### src/rtl/uart_cmd_decoder.sv
// Unloads bytes from the UART receiver and frames SYNC/ADDR/DATA/CHK packets into register writes.
// Latency: byte_rdy to internal byte strobe 3 cycles, CHK byte to wr_en 1 cycle; receiver is throttled by one uld_rx_data per byte.
module uart_cmd_decoder #(
    parameter logic [7:0] SYNC_BYTE      = 8'hA5,
    parameter int         DATA_BYTES     = 2,
    parameter int         TIMEOUT_CYCLES = 357000
) (
    input  logic                    clk,
    input  logic                    reset,
    input  logic                    byte_rdy,
    input  logic [7:0]              rx_data,
    output logic                    uld_rx_data,
    output logic                    wr_en,
    output logic [7:0]              wr_addr,
    output logic [8*DATA_BYTES-1:0] wr_data,
    output logic                    chk_err,
    output logic                    timeout_err,
    output logic [7:0]              err_count,
    output logic                    busy
);

    localparam int DW = 8 * DATA_BYTES;
    localparam int TW = $clog2(TIMEOUT_CYCLES + 1);
    localparam int IW = (DATA_BYTES > 1) ? $clog2(DATA_BYTES) : 1;
    localparam logic [TW-1:0] T_LAST = TW'(TIMEOUT_CYCLES - 1);
    localparam logic [IW-1:0] D_LAST = IW'(DATA_BYTES - 1);

    typedef enum logic [1:0] {F_IDLE, F_ULD, F_CAP} fstate_t;
    typedef enum logic [1:0] {P_HUNT, P_ADDR, P_DATA, P_CHK} pstate_t;

    fstate_t         fstate;
    pstate_t         pstate;
    logic            byte_v;
    logic [7:0]      byte_q;
    logic [7:0]      sh_addr;
    logic [DW-1:0]   sh_data;
    logic [7:0]      chk_acc;
    logic [IW-1:0]   didx;
    logic [TW-1:0]   tcnt;

    // Receiver handshake: one unload strobe, then capture rx_data once it has been loaded.
    always_ff @(posedge clk or negedge reset) begin
        if (!reset) begin
            fstate      <= F_IDLE;
            uld_rx_data <= 1'b0;
            byte_v      <= 1'b0;
            byte_q      <= 8'h00;
        end else begin
            uld_rx_data <= 1'b0;
            byte_v      <= 1'b0;
            case (fstate)
                F_IDLE: begin
                    if (byte_rdy) begin
                        uld_rx_data <= 1'b1;
                        fstate      <= F_ULD;
                    end
                end
                F_ULD: fstate <= F_CAP;
                F_CAP: begin
                    byte_q <= rx_data;
                    byte_v <= 1'b1;
                    fstate <= F_IDLE;
                end
                default: fstate <= F_IDLE;
            endcase
        end
    end

    always_ff @(posedge clk or negedge reset) begin
        if (!reset) begin
            pstate      <= P_HUNT;
            sh_addr     <= 8'h00;
            sh_data     <= '0;
            chk_acc     <= 8'h00;
            didx        <= '0;
            tcnt        <= '0;
            wr_en       <= 1'b0;
            wr_addr     <= 8'h00;
            wr_data     <= '0;
            chk_err     <= 1'b0;
            timeout_err <= 1'b0;
        end else begin
            wr_en       <= 1'b0;
            chk_err     <= 1'b0;
            timeout_err <= 1'b0;
            if (pstate == P_HUNT) begin
                tcnt <= '0;
                if (byte_v && byte_q == SYNC_BYTE)
                    pstate <= P_ADDR;
            end else if (tcnt == T_LAST) begin
                // Timeout wins over a byte arriving on the same edge; that byte is dropped.
                timeout_err <= 1'b1;
                pstate      <= P_HUNT;
                tcnt        <= '0;
            end else if (byte_v) begin
                tcnt <= '0;
                case (pstate)
                    P_ADDR: begin
                        sh_addr <= byte_q;
                        chk_acc <= byte_q;
                        didx    <= '0;
                        pstate  <= P_DATA;
                    end
                    P_DATA: begin
                        sh_data <= (sh_data << 8) | DW'(byte_q);
                        chk_acc <= chk_acc ^ byte_q;
                        if (didx == D_LAST)
                            pstate <= P_CHK;
                        else
                            didx <= didx + 1'b1;
                    end
                    P_CHK: begin
                        if (byte_q == chk_acc) begin
                            wr_en   <= 1'b1;
                            wr_addr <= sh_addr;
                            wr_data <= sh_data;
                        end else begin
                            chk_err <= 1'b1;
                        end
                        pstate <= P_HUNT;
                    end
                    default: pstate <= P_HUNT;
                endcase
            end else begin
                tcnt <= tcnt + 1'b1;
            end
        end
    end

    // Counts the registered error pulses, so it trails them by one cycle.
    always_ff @(posedge clk or negedge reset) begin
        if (!reset)
            err_count <= 8'h00;
        else if ((chk_err || timeout_err) && err_count != 8'hFF)
            err_count <= err_count + 8'h01;
    end

    assign busy = (pstate != P_HUNT);

endmodule

### config.mk
export PLATFORM = sky130hd
export DESIGN_NAME = uart_cmd_decoder
export DESIGN_NICKNAME = d
export VERILOG_FILES = /design/src/rtl/uart_cmd_decoder.sv
export SDC_FILE = /design/constraint.sdc
export NUM_CORES = 1
export LEC_CHECK = 0
export CAP_MARGIN = 20
export CORE_AREA = 2 2 117 119
export CTS_BUF_LIST = sky130_fd_sc_hd__clkbuf_4 sky130_fd_sc_hd__clkbuf_8
export CTS_CLUSTER_SIZE = 14
export DETAILED_ROUTE_END_ITERATION = 12
export DIE_AREA = 0 0 119 121
export SETUP_SLACK_MARGIN = 0.3
export SKIP_CTS_REPAIR_TIMING = 1
export SYNTH_ARGS = -nofsm -noshare
export SYNTH_HDL_FRONTEND = slang
export SYNTH_SLANG_ARGS = --single-unit
export TNS_END_PERCENT = 30
### constraint.sdc
create_clock -name clk -period 2.8 [get_ports clk]
set_clock_uncertainty 0.1 [all_clocks]
set_input_delay 0.56 -clock clk [delete_from_list [all_inputs] [get_ports clk]]
set_output_delay 0.56 -clock clk [all_outputs]
set_load 0.05 [all_outputs]
==> results of run 1 <==
layer usage:
layer | share of wire | global-route usage | vias to the layer above
met3 | 0.033 | 0.02585 | 10
met1 | 0.47 | 0.1619 | 1343
met2 | 0.48 | 0.1907 | 39
met4 | 0.017 | 0.04613 | 0
li1 | - | - | 1328
met5 | 0 | 0 | -
worst min-delay path by stage:
stage	startpoint	endpoint	slack (ns)
CTS	reset	fstate[0]$_DFFE_PN0P_	-0.009
finish	reset	uld_rx_data$_DFF_PN0_	-0.001
floorplan	reset	byte_q[0]$_DFFE_PN0P_	0.16
detailed placement	fstate[1]$_DFFE_PN0P_	fstate[1]$_DFFE_PN0P_	0.37
global route	reset	fstate[0]$_DFFE_PN0P_	0.003
global placement	fstate[1]$_DFFE_PN0P_	fstate[1]$_DFFE_PN0P_	0.36
metrics by stage:
step | total power [mW] | cell area, sq um | util
2_1_floorplan | 2.459 | 4472 | -
3_3_place_gp | 2.693 | 5169 | 0.3950
3_5_place_dp | 2.733 | 5169 | 0.3950
4_1_cts | 3.712 | 5376 | 0.4109
5_1_grt | 3.891 | 5399 | 0.4126
6_report | 3.663 | 5399 | 0.4126
Yosys cell counts:
cell	number
nand2b_1	2
and3_1	5
nor3_1	3
nor2_1	30
o32a_1	1
buf_2	5
a211oi_2	1
nand4_1	7
xor2_1	10
nand3_2	1
or2_2	1
a21oi_4	1
o211a_1	1
mux2_4	19
nand2_1	12
and4b_1	1
nand3_1	21
nor4bb_1	1
and2_1	2
and3_4	1
o21ai_0	10
nor4_1	1
nor3b_1	3
ha_1	7
buf_6	2
inv_1	7
clkbuf_1	11
a21oi_1	17
xnor2_1	22
and4bb_1	1
nor2b_1	3
nand4_4	1
mux2_2	40
dfrtp_1	101
nand4b_1	2
nand3_4	1
registers in the layout (all words and copies together) (netlist names):
| name | cells |
|---|---|
| sh_data | 16 |
| fstate | 2 |
| uld_rx_data | 1 |
| sh_addr | 8 |
| pstate | 2 |
| wr_en | 1 |
| chk_acc | 8 |
| didx | 1 |
| byte_v | 1 |
| timeout_err | 1 |
| tcnt | 19 |
| err_count | 8 |
| byte_q | 8 |
| chk_err | 1 |
| wr_addr | 8 |
| wr_data | 16 |
critical path, delay by kind of cell (launching register included):
family	cells	cell delay, ns
adders and majority gates	1	0.31
buffers and inverters	3	0.54
DFF	1	0.46
power breakdown:
| part | total, mW | switching (mW) | internal [mW] |
|---|---|---|---|
| combinational | 0.835 | 0.465 | 0.370 |
| clock | 0.974 | 0.540 | 0.434 |
| sequential | 1.85 | 0.196 | 1.66 |
| total | 3.66 | 1.20 | 2.46 |
kinds of logic (layout without fill, tap and decap cells):
group | after synthesis | after routing | synth area share
adder cells (fa/ha/maj) | 7 | 7 | 0.01959
AO/OA/AOI/OAI | 31 | 31 | 0.04113
buffers and inverters | 25 | 83 | 0.02574
XOR/XNOR | 32 | 32 | 0.06267
multiplexers | 59 | 59 | 0.1645
flip-flops | 101 | 101 | 0.5652
AND/OR/NAND/NOR | 99 | 99 | 0.1212
final cells by class:
| cell class | count | area [sq um] | area share |
|---|---|---|---|
| Timing Repair Buffer | 60 | 588.1 | 0.1089 |
| Sequential cell | 101 | 2527 | 0.4681 |
| Inverter | 7 | 26.28 | 0.004867 |
| Clock inverter | 7 | 83.83 | 0.01553 |
| Multi-Input combinational cell | 228 | 1829 | 0.3388 |
| Tap cell | 176 | 220.2 | 0.04079 |
| Clock buffer | 9 | 123.9 | 0.02294 |
==> metrics.yaml, run 1 <==
final_layout:
  fill_cells: 1208
  nets: 425
  layout_commonest_cell: "dfrtp_1"
  finalNonFillerCells: 588
  drive_gt1_frac: 0.2354
  most-common-layout-cells: "dfrtp_1, clkdlybuf4s50_1, mux2_2, nor2_1, xnor2_1"
  num_antenna_cells: 0
  areaGrowthSynthToFinish_pct: 20.73
sta:
  hold_ws_ns: -0.001313
  setup_ws_ns: 0.4681
  totalNegativeSetupSlack_ns: 0
  worst_pin_slew_ns: 0.8382
  hold_violations: 5
  max_freq_mhz: 428.8
  rsz0062_at_grt: "no"
  relSlewSlack: 0.4400
  fin_crit_sh: 0.8328
  slew_violations: 0
  setup_viol: 0
  period_minus_slack_ns: 2.332
clock_network:
  clk_pin_slew_ns: 0.11
  clockBufferDepth: 2
  cts_tree: "built"
  cts_made_buffers: 9
  cts.sink_count: 101
  clk_latency_ns: 0.36
  root_buffer: "clkbuf_8"
  htreeDepth: 3
place:
  placedCellCount: 569
  port_buffers: 47
  dp_hpwl_um: 5703
  gp_congestion: 0.7631
  post-place-ws_ns: 0.3481
yosys:
  synth_cell_types: 36
  synth_nets: 372
  synth_seq_cells: 101
  yosys_warnings: 0
  synth_top_area_frac: 0.5652
  synth.area.top_cells: "dfrtp_1, mux2_2, mux2_4, xnor2_1, nor2_1"
  synth_area_sq_um: 4472
  post_synth.cell_area_avg_sq_um: 12.63
  synth_cells: 354
  yosys.area.top_type: "dfrtp_1"
  seq_area_frac_synth: 0.5652
setup_path:
  rrSetupSlack_ns: 0.53
  endpoint: "busy"
  critPathKind: "flip-flop to primary output"
  max_stage_delay_ns: 0.46
  crit_chain: "inv_1 -> ha_1 -> inv_1 -> buf_4"
  start_kind: "flip-flop"
  crit_start: "pstate[1]$_DFFE_PN0P_"
  path_max_fanout: 6
  timing.rr.start: "tcnt[0]$_DFF_PN0_"
  path_common_cell: "inv_1"
  reg2regPathDepth: 7
  worstPathRequired_ns: 2.14
  reg2reg_to: "wr_addr[5]$_DFFE_PN0P_"
  crit_arrival_ns: 1.67
  critical_path.slowest_cell: "dfrtp_1"
  cp-end-kind: "primary output"
die:
  die_area_sq_um: 14400
  fp.dieW_um: 119
  die_h_um: 121
  core_sq_um: 13090
  start_util: 0.3417
  rows: 42
  io-pin-count: 48
status:
  status: "complete, but fails checks"
  violations: "hold timing"
detailed_routing:
  drtAntennaViolNets: 0
  drt_wl_total_um: 8096
  dr.pass1.iters: 4
  viasPerCell: 4.626
  vias: 2720
  avgRoutedWirePerCell_um: 13.77
  drcViolationCount: 0
  drt_iter0_markers: 199
global_route:
  antenna_found_initial: 0
  grt_pass1_wl_um: 13780
  grt_max_degree: 46
  grt_pass1_vias: 2799
  grtUsageTotal: 0.1203
  overflow: 0
power:
  vdd_ir_drop_max_v: 0.0002558
  power_density_nw_per_um2: 678.5
  p_leak_nw: 2.484
job:
  cap_violations: 0
min_path:
  hold_path_class: "input port to asynchronous set/reset pin"
Power figures use the tool's default switching activity.
==> inputs of run 2 (changes only) <==
==> constraint.sdc (replaced) <==
create_clock -name clk -period 1.87 [get_ports clk]
set_clock_uncertainty 0.1 [all_clocks]
set_input_delay 0.374 -clock clk [delete_from_list [all_inputs] [get_ports clk]]
set_output_delay 0.374 -clock clk [all_outputs]
set_load 0.05 [all_outputs]
==> metrics.yaml, run 2 (synthesized netlist as in run 1, its figures left out) <==
global_route:
  overflow: 0  # unchanged
  grt_pass1_wl_um: 14690  # +6.6%
  grt_pass1_vias: 3018  # +7.8%
  antenna_found_initial: 0  # unchanged
  grtUsageTotal: 0.1279  # +0.007621
  grt_max_degree: 37  # -20%
detailed_routing:
  dr.pass1.iters: 4  # unchanged
  drtAntennaViolNets: 0  # unchanged
  drcViolationCount: 0  # unchanged
  drt_wl_total_um: 9059  # +12%
  drt_iter0_markers: 156  # -22%
  viasPerCell: 4.583  # -0.92%
  avgRoutedWirePerCell_um: 14.13  # +2.6%
  vias: 2938  # +8.0%
sta:
  setup_viol: 77  # +77
  hold_ws_ns: 0.3858  # +0.3871 ns
  worst_pin_slew_ns: 0.4629  # -0.3753 ns
  hold_violations: 0  # -5
  max_freq_mhz: 479.2
  fin_crit_sh: 1.116
  relSlewSlack: 0.6914  # +0.2514
  slew_violations: 0  # unchanged
  setup_ws_ns: -0.2168  # -0.6848 ns
  period_minus_slack_ns: 2.087
  rsz0062_at_grt: "yes"
setup_path:
  critical_path.top_delay_family: "simple AND/OR/NAND/NOR gates"
  start_kind: "flip-flop"
  timing.rr.start: "tcnt[1]$_DFF_PN0_"
  max_stage_delay_ns: 0.39  # -0.07 ns
  worstPathRequired_ns: 2.04  # -0.10 ns
  critPathBufInv: 1  # -2
  crit_chain: "ha_2 -> and4bb_1 -> and3_4 -> a21oi_4 -> nand4_4 -> buf_12 -> mux2_4"
  crit_arrival_ns: 2.26  # +0.59 ns
  critPathKind: "flip-flop to flip-flop"
  rrSetupSlack_ns: -0.22  # -0.75 ns
  reg2regPathDepth: 7  # unchanged
  cp-end-kind: "flip-flop"
  reg2reg_to: "wr_data[15]$_DFFE_PN0P_"
  path_max_fanout: 12  # +6
  critical_path.slowest_cell: "dfrtp_1"
die:
  rows: 42  # unchanged
  io-pin-count: 48  # unchanged
  start_util: 0.3417  # unchanged
  core_sq_um: 13090  # unchanged
  fp.dieW_um: 119  # unchanged
  die_h_um: 121  # unchanged
  die_area_sq_um: 14400  # unchanged
clock_network:
  root_buffer: "clkbuf_8"
  htreeDepth: 3  # unchanged
  clockBufferDepth: 2  # unchanged
  cts_tree: "built"
  clk_latency_ns: 0.37  # about the same
  clk_pin_slew_ns: 0.11  # about the same
  cts.sink_count: 101  # unchanged
  cts_made_buffers: 9  # unchanged
final_layout:
  final_util: 0.4495  # +0.03691
  largest_reg_flops: 19  # unchanged
  fin_area_sq_um: 5882  # +8.9%
  layout_commonest_cell: "dfrtp_1"
  most-common-layout-cells: "dfrtp_1, buf_4, mux2_2, nor2_1"
  drive_gt1_frac: 0.4387  # +0.2033
  areaGrowthSynthToFinish_pct: 31.53
  nets: 478  # +12%
  num_antenna_cells: 0  # unchanged
  reg.largest.list: "tcnt: 19 flops, sh_data: 16 flops, wr_data: 16 flops"
  largest_register: "tcnt"
place:
  port_buffers: 47  # unchanged
  dp_hpwl_um: 6306  # +11%
  post_dp_cell_area_sq_um: 5492  # +6.2%
  post-place-ws_ns: -0.2561  # -0.6042 ns
  gp_congestion: 0.7736  # +1.4%
power:
  power_density_nw_per_um2: 1028  # +52%
  finalPower_mw: 6.046  # +65%
  p_leak_nw: 2.856  # +15%
  vdd_ir_drop_max_v: 0.0003833  # +50%
status:
  violations: "setup timing"
  status: "complete, but fails checks"
min_path:
  hold_path_class: "input port to asynchronous set/reset pin"
job:
  cap_violations: 0  # unchanged
[run 2: how the worst max path moves through the flow]
stage                      startpoint                      end  slack, ns  cells after the start
floorplan           tcnt[0]$_DFF_PN0_   wr_addr[7]$_DFFE_PN0P_      -0.24                      7
global placement    tcnt[1]$_DFF_PN0_   chk_acc[6]$_DFFE_PN0P_      -0.19                      8
detailed placement  tcnt[1]$_DFF_PN0_   sh_addr[2]$_DFFE_PN0P_      -0.26                      7
CTS                 tcnt[1]$_DFF_PN0_   sh_addr[2]$_DFFE_PN0P_      -0.27                      7
global route        tcnt[1]$_DFF_PN0_   wr_data[9]$_DFFE_PN0P_      -0.29                      7
finish              tcnt[1]$_DFF_PN0_  wr_data[15]$_DFFE_PN0P_      -0.22                      7
[run 2: layout make-up]
cell class,count,area (sq um)
Clock buffer,9,123.9
Clock inverter,7,76.32
Sequential cell,101,2530
Tap cell,176,220.2
Inverter,7,30.03
Fill cell,1176,7203
Multi-Input combinational cell,228,1916
Timing Repair Buffer,113,985.9
[run 2: where the power goes]
part / total [mW] / internal (mW) / switching, mW
logic: 1.95 / 0.986 / 0.969
clock network: 1.40 / 0.533 / 0.865
registers: 2.69 / 2.48 / 0.209
[run 2: worst reg2reg max path, cell delays in order (launching register included)]
cell and delay (ns):
dfrtp_1 0.39, ha_2 0.19, and4bb_1 0.21, and3_4 0.19
a21oi_4 0.22, nand4_4 0.19, buf_12 0.20, mux2_4 0.30
[run 2: stage by stage]
stage,setup TNS [ns],std cells
floorplan,-7.276,354
global placement,-10.43,617
detailed placement,-13.87,617
CTS,-14.78,633
global route,-18.74,641
finish,-12.14,641
[run 2: metal layers]
layer,track usage,up-vias,share of wire
li1,-,1428,-
met1,0.1672,1465,0.48
met2,0.2134,34,0.48
met3,0.02303,11,0.022
met4,0.04613,0,0.015
met5,0,-,0
==> RTL change 1 (config.mk and constraints of run 1) <==
Change the parameter `DATA_BYTES` from 2 to 4.
--- a/src/rtl/uart_cmd_decoder.sv
+++ b/src/rtl/uart_cmd_decoder.sv
@@ -3,5 +3,5 @@
 module uart_cmd_decoder #(
     parameter logic [7:0] SYNC_BYTE      = 8'hA5,
-    parameter int         DATA_BYTES     = 2,
+    parameter int         DATA_BYTES     = 4,
     parameter int         TIMEOUT_CYCLES = 357000
 ) (
Interface: changed (resized wr_data); port bits go from 48 to 64. No check against the original RTL was run, so the function may have changed too.
==> RTL change 1 against run 1 <==
Sequential cell count grew 33. Area after synthesis increased by 30%. Routed wire length rose by 29%. Worst setup slack worse by 50 ps. Total power rose by 37%. Design area up 29%. Clock power grew 59%. Sequential share of layout area up 1.3 points.
==> RTL change 1: results (changes against run 1) <==
metric;value;unit;change
track_usage;0.161;;was 0.120
met2_wirelength;4930;um;was 3880 um
hold_ws;379;ps;was -1.31 ps
routed_via_density;5.01;;was 4.63
synth_common_cells;134 x dfrtp_1, 48 x mux2_2, 40 x mux2_4;;was 101 x dfrtp_1, 40 x mux2_2, 30 x nor2_1
peakVddDrop;458;uV;was 256 uV
cp_slowest_stage_delay;840;ps;was 460 ps
outcome;finished, final reports clean;;was complete, but fails checks
r2r-end;wr_addr[6];;was wr_addr[5]
nets;516;;was 425
portBuffers;63;;was 47
htreeDepth;4;;was 3
wl_met1;5010;um;was 3810 um
critPathSlowestCell;clkdlybuf4s50_1;;was dfrtp_1
cp.arrival;1720;ps;was 1670 ps
cts.reportedPaths.clkPinSlew;70;ps;was 110 ps
worstReg2RegStart;pstate[0];;was tcnt[0]
grt_pass1_wl;17900;um;was 13800 um
layout-drive-gt1-share;0.265;;was 0.235
wl_met3;340;um;was 268 um
synth_cell_types;41;;was 36
hold_path.class;reg2reg;;was in2async
syn-num-nets;449;;was 372
drtIter0Drc;167;;was 199
largestRegisters;sh_data (32), wr_data (32), tcnt (19);;was tcnt (19), sh_data (16), wr_data (16)
grt_max_degree;55;;was 46
fillers;1099;;was 1208
crit_end;err_count[4];;was busy
grt_pass1_vias;3510;;was 2799
clock_latency;430;ps;was 360 ps
cts_buffers;17;;was 9
ys_seq_area_frac;0.577;;was 0.565
## RTL change 1: changes by cell type in the layout (fill, tap and decap cells not counted), moves of 3 or more
cell             change
a21oi_1              -8
a31oi_1              +8
buf_4                -5
clkbuf_4             +5
clkbuf_8             +9
clkdlybuf4s50_1     +16
clkinvlp_4           +3
dfrtp_1             +33
inv_6                -3
mux2_2               +8
mux2_4              +21
nand3_1              -5
## RTL change 1: per-stage QoR
step                area, um2  setup slack, ps  std cells
floorplan                5810              473        430
global placement         6580              545        653
detailed placement       6580              472        653
CTS                      6960              376        684
global route             6970              339        685
finish                   6970              418        685
## RTL change 1: report_power, final
| group | switching (mW) | internal (mW) | total (mW) |
|---|---|---|---|
| registers | 0.275 | 2.21 | 2.48 |
| clock network | 0.698 | 0.856 | 1.55 |
| logic | 0.515 | 0.447 | 0.963 |
| total | 1.49 | 3.51 | 5.00 |
## RTL change 1: cells by family after synthesis
logic type	Yosys count	share of synthesized area
adder cells (fa/ha/maj)	8	0.0172
flip-flops	134	0.577
XOR/XNOR	32	0.0482
buffers and inverters	34	0.0366
AO/OA/AOI/OAI	35	0.0372
AND/OR/NAND/NOR	99	0.0874
multiplexers	88	0.196
## RTL change 1: layout make-up
cell class                 instances  area, um2  share of cell area
clock buffer                      23        285              0.0409
tap                              176        220              0.0316
sequential                       134       3350               0.481
timing repair buffer              73        732               0.105
multi-input combinational        262       2250               0.322
clock inverter                     8        101              0.0145
inverter                           9       33.8             0.00484
## RTL change 1: worst register-to-register path, cell delays in order (launching register included)
cell	delay, ps
dfrtp_1	390
inv_1	110
ha_1	310
inv_1	140
o211a_1	260
and3_2	240
buf_12	290
mux2_4	360
## RTL change 1: per-layer routing
metal	track usage	vias up
met5	0	-
met4	0.0558	0
met3	0.0498	13
met2	0.251	56
met1	0.213	1736
li1	-	1629
==> RTL change 2 (flow settings as in run 1) <==
Without the edit above. The 3 states of `fstate_t` get a one-hot encoding in 3 bits.
--- a/src/rtl/uart_cmd_decoder.sv
+++ b/src/rtl/uart_cmd_decoder.sv
@@ -26,5 +26,5 @@
     localparam logic [IW-1:0] D_LAST = IW'(DATA_BYTES - 1);
 
-    typedef enum logic [1:0] {F_IDLE, F_ULD, F_CAP} fstate_t;
+    typedef enum logic [2:0] {F_IDLE = 3'b001, F_ULD = 3'b010, F_CAP = 3'b100} fstate_t;
     typedef enum logic [1:0] {P_HUNT, P_ADDR, P_DATA, P_CHK} pstate_t;
 
Formal check against the unedited RTL: same outputs for any inputs over 10 cycles, from zero or initial values and one cycle with reset low; not proved beyond that.
==> RTL change 2 against run 1 <==
Total power down 16%. Worst setup slack got worse by 80 ps. Design area rose by 0.16%. Critical endpoint is now wr_data[11]. Combinational power is 48% lower. Sequential cell count rose by 1. Routed wire length up 2.8%. Area after synthesis increased by 1.6%. Global-route usage rose by 0.58 points. Non-clock buffer count decreased by 1. Via count grew 2.8%.
==> RTL change 2: results (changes against run 1) <==
metric;value;unit;change
outcome;finished, final reports clean;;was complete, but fails checks
cp.arrival;2560;ps;was 1670 ps
nets;428;;was 425
synth_cell_types;41;;was 36
synth_common_cells;101 x dfrtp_1, 37 x mux2_2, 28 x nor2_1;;was 101 x dfrtp_1, 40 x mux2_2, 30 x nor2_1
fillers;1200;;was 1208
synthCells;360;;was 354
r2r_cells;5;;was 7
totalWireLength;8330;um;was 8100 um
grt_max_degree;47;;was 46
syn-num-nets;378;;was 372
use_met3;0.0324;;was 0.0258
dpl_worst_slack;397;ps;was 348 ps
synth_area_leaders;dfrtp_1 56%, mux2_2 9.2%, mux2_4 6.6%, xor2_1 3.1%, xnor2_1 2.7%;;was dfrtp_1 57%, mux2_2 10%, mux2_4 6.4%, xnor2_1 4.3%, nor2_1 2.5%
dpl-instance-area;5200;um2;was 5170 um2
grt_pass1_vias;2736;;was 2799
relSlewSlack;0.562;;was 0.440
grt_pass1_wl;14300;um;was 13800 um
wl_met3;271;um;was 268 um
drtIter0Drc;168;;was 199
met2_wirelength;3960;um;was 3880 um
track_usage;0.126;;was 0.120
hpwl;5840;um;was 5700 um
ys_seq_area_frac;0.562;;was 0.565
wl_per_cell;14.1;um;was 13.8 um
layout-drive-gt1-share;0.229;;was 0.235
routed_via_density;4.73;;was 4.63
grt_util_met2;0.188;;was 0.191
cellLeakagePower;2.51;nW;was 2.48 nW
gr-usage-met1;0.179;;was 0.162
cp_max_fo;24;;was 6
peakVddDrop;197;uV;was 256 uV
[RTL change 2: cell count changes after synthesis, moves of 3 or more]
cell,run 1,this run
nor4b_1,0,3
and4_1,0,4
nor4_1,1,4
xor2_1,10,16
nand3_1,21,17
nand2_1,12,16
xnor2_1,22,14
mux2_2,40,37
[RTL change 2: worst paths after layout]
| check | from | to | slack, ps |
|---|---|---|---|
| worst max-delay path | byte_q[1] | wr_data[11] | 390 |
| worst min-delay path | reset | err_count[7] | 80 |
| worst max register to register | byte_q[1] | wr_data[11] | 390 |
| worst min register to register | fstate[2] | fstate[1] | 390 |
| max in group asynchronous | reset | fstate[0] | 1830 |
| min in group clk | fstate[2] | fstate[1] | 390 |
[RTL change 2: power breakdown]
part | internal [mW] | leakage (nW) | switching [mW]
Combinational | 0.197 | 0.996 | 0.238
Sequential | 1.56 | 1.41 | 0.0847
Clock | 0.435 | 0.102 | 0.552
[RTL change 2: cells by family after synthesis]
kind of cell | after synthesis | share of synthesized area
adders and majority gates | 7 | 0.0193
muxes | 57 | 0.158
and+or+nand+nor | 100 | 0.118
buffers and inverters | 29 | 0.0372
DFF | 102 | 0.562
AOI/OAI and AO/OA | 33 | 0.0408
xor gates and xnor gates | 32 | 0.0650
[RTL change 2: worst max-delay path: stages, from the launching register on]
cell and delay [ps]:
dfrtp_1 480, xor2_2 180, nor4_2 290, nand2_1 130, or4_4 720, mux2_4 380
[RTL change 2: final cells by class]
cell class | instances | area [um2] | area share
repair buffers | 59 | 568 | 0.105
inverters | 9 | 33.8 | 0.00625
multi-input cells | 229 | 1820 | 0.337
clock buffers | 9 | 124 | 0.0229
flip-flops and latches | 102 | 2550 | 0.472
clock inverters | 7 | 87.6 | 0.0162
well taps | 176 | 220 | 0.0407
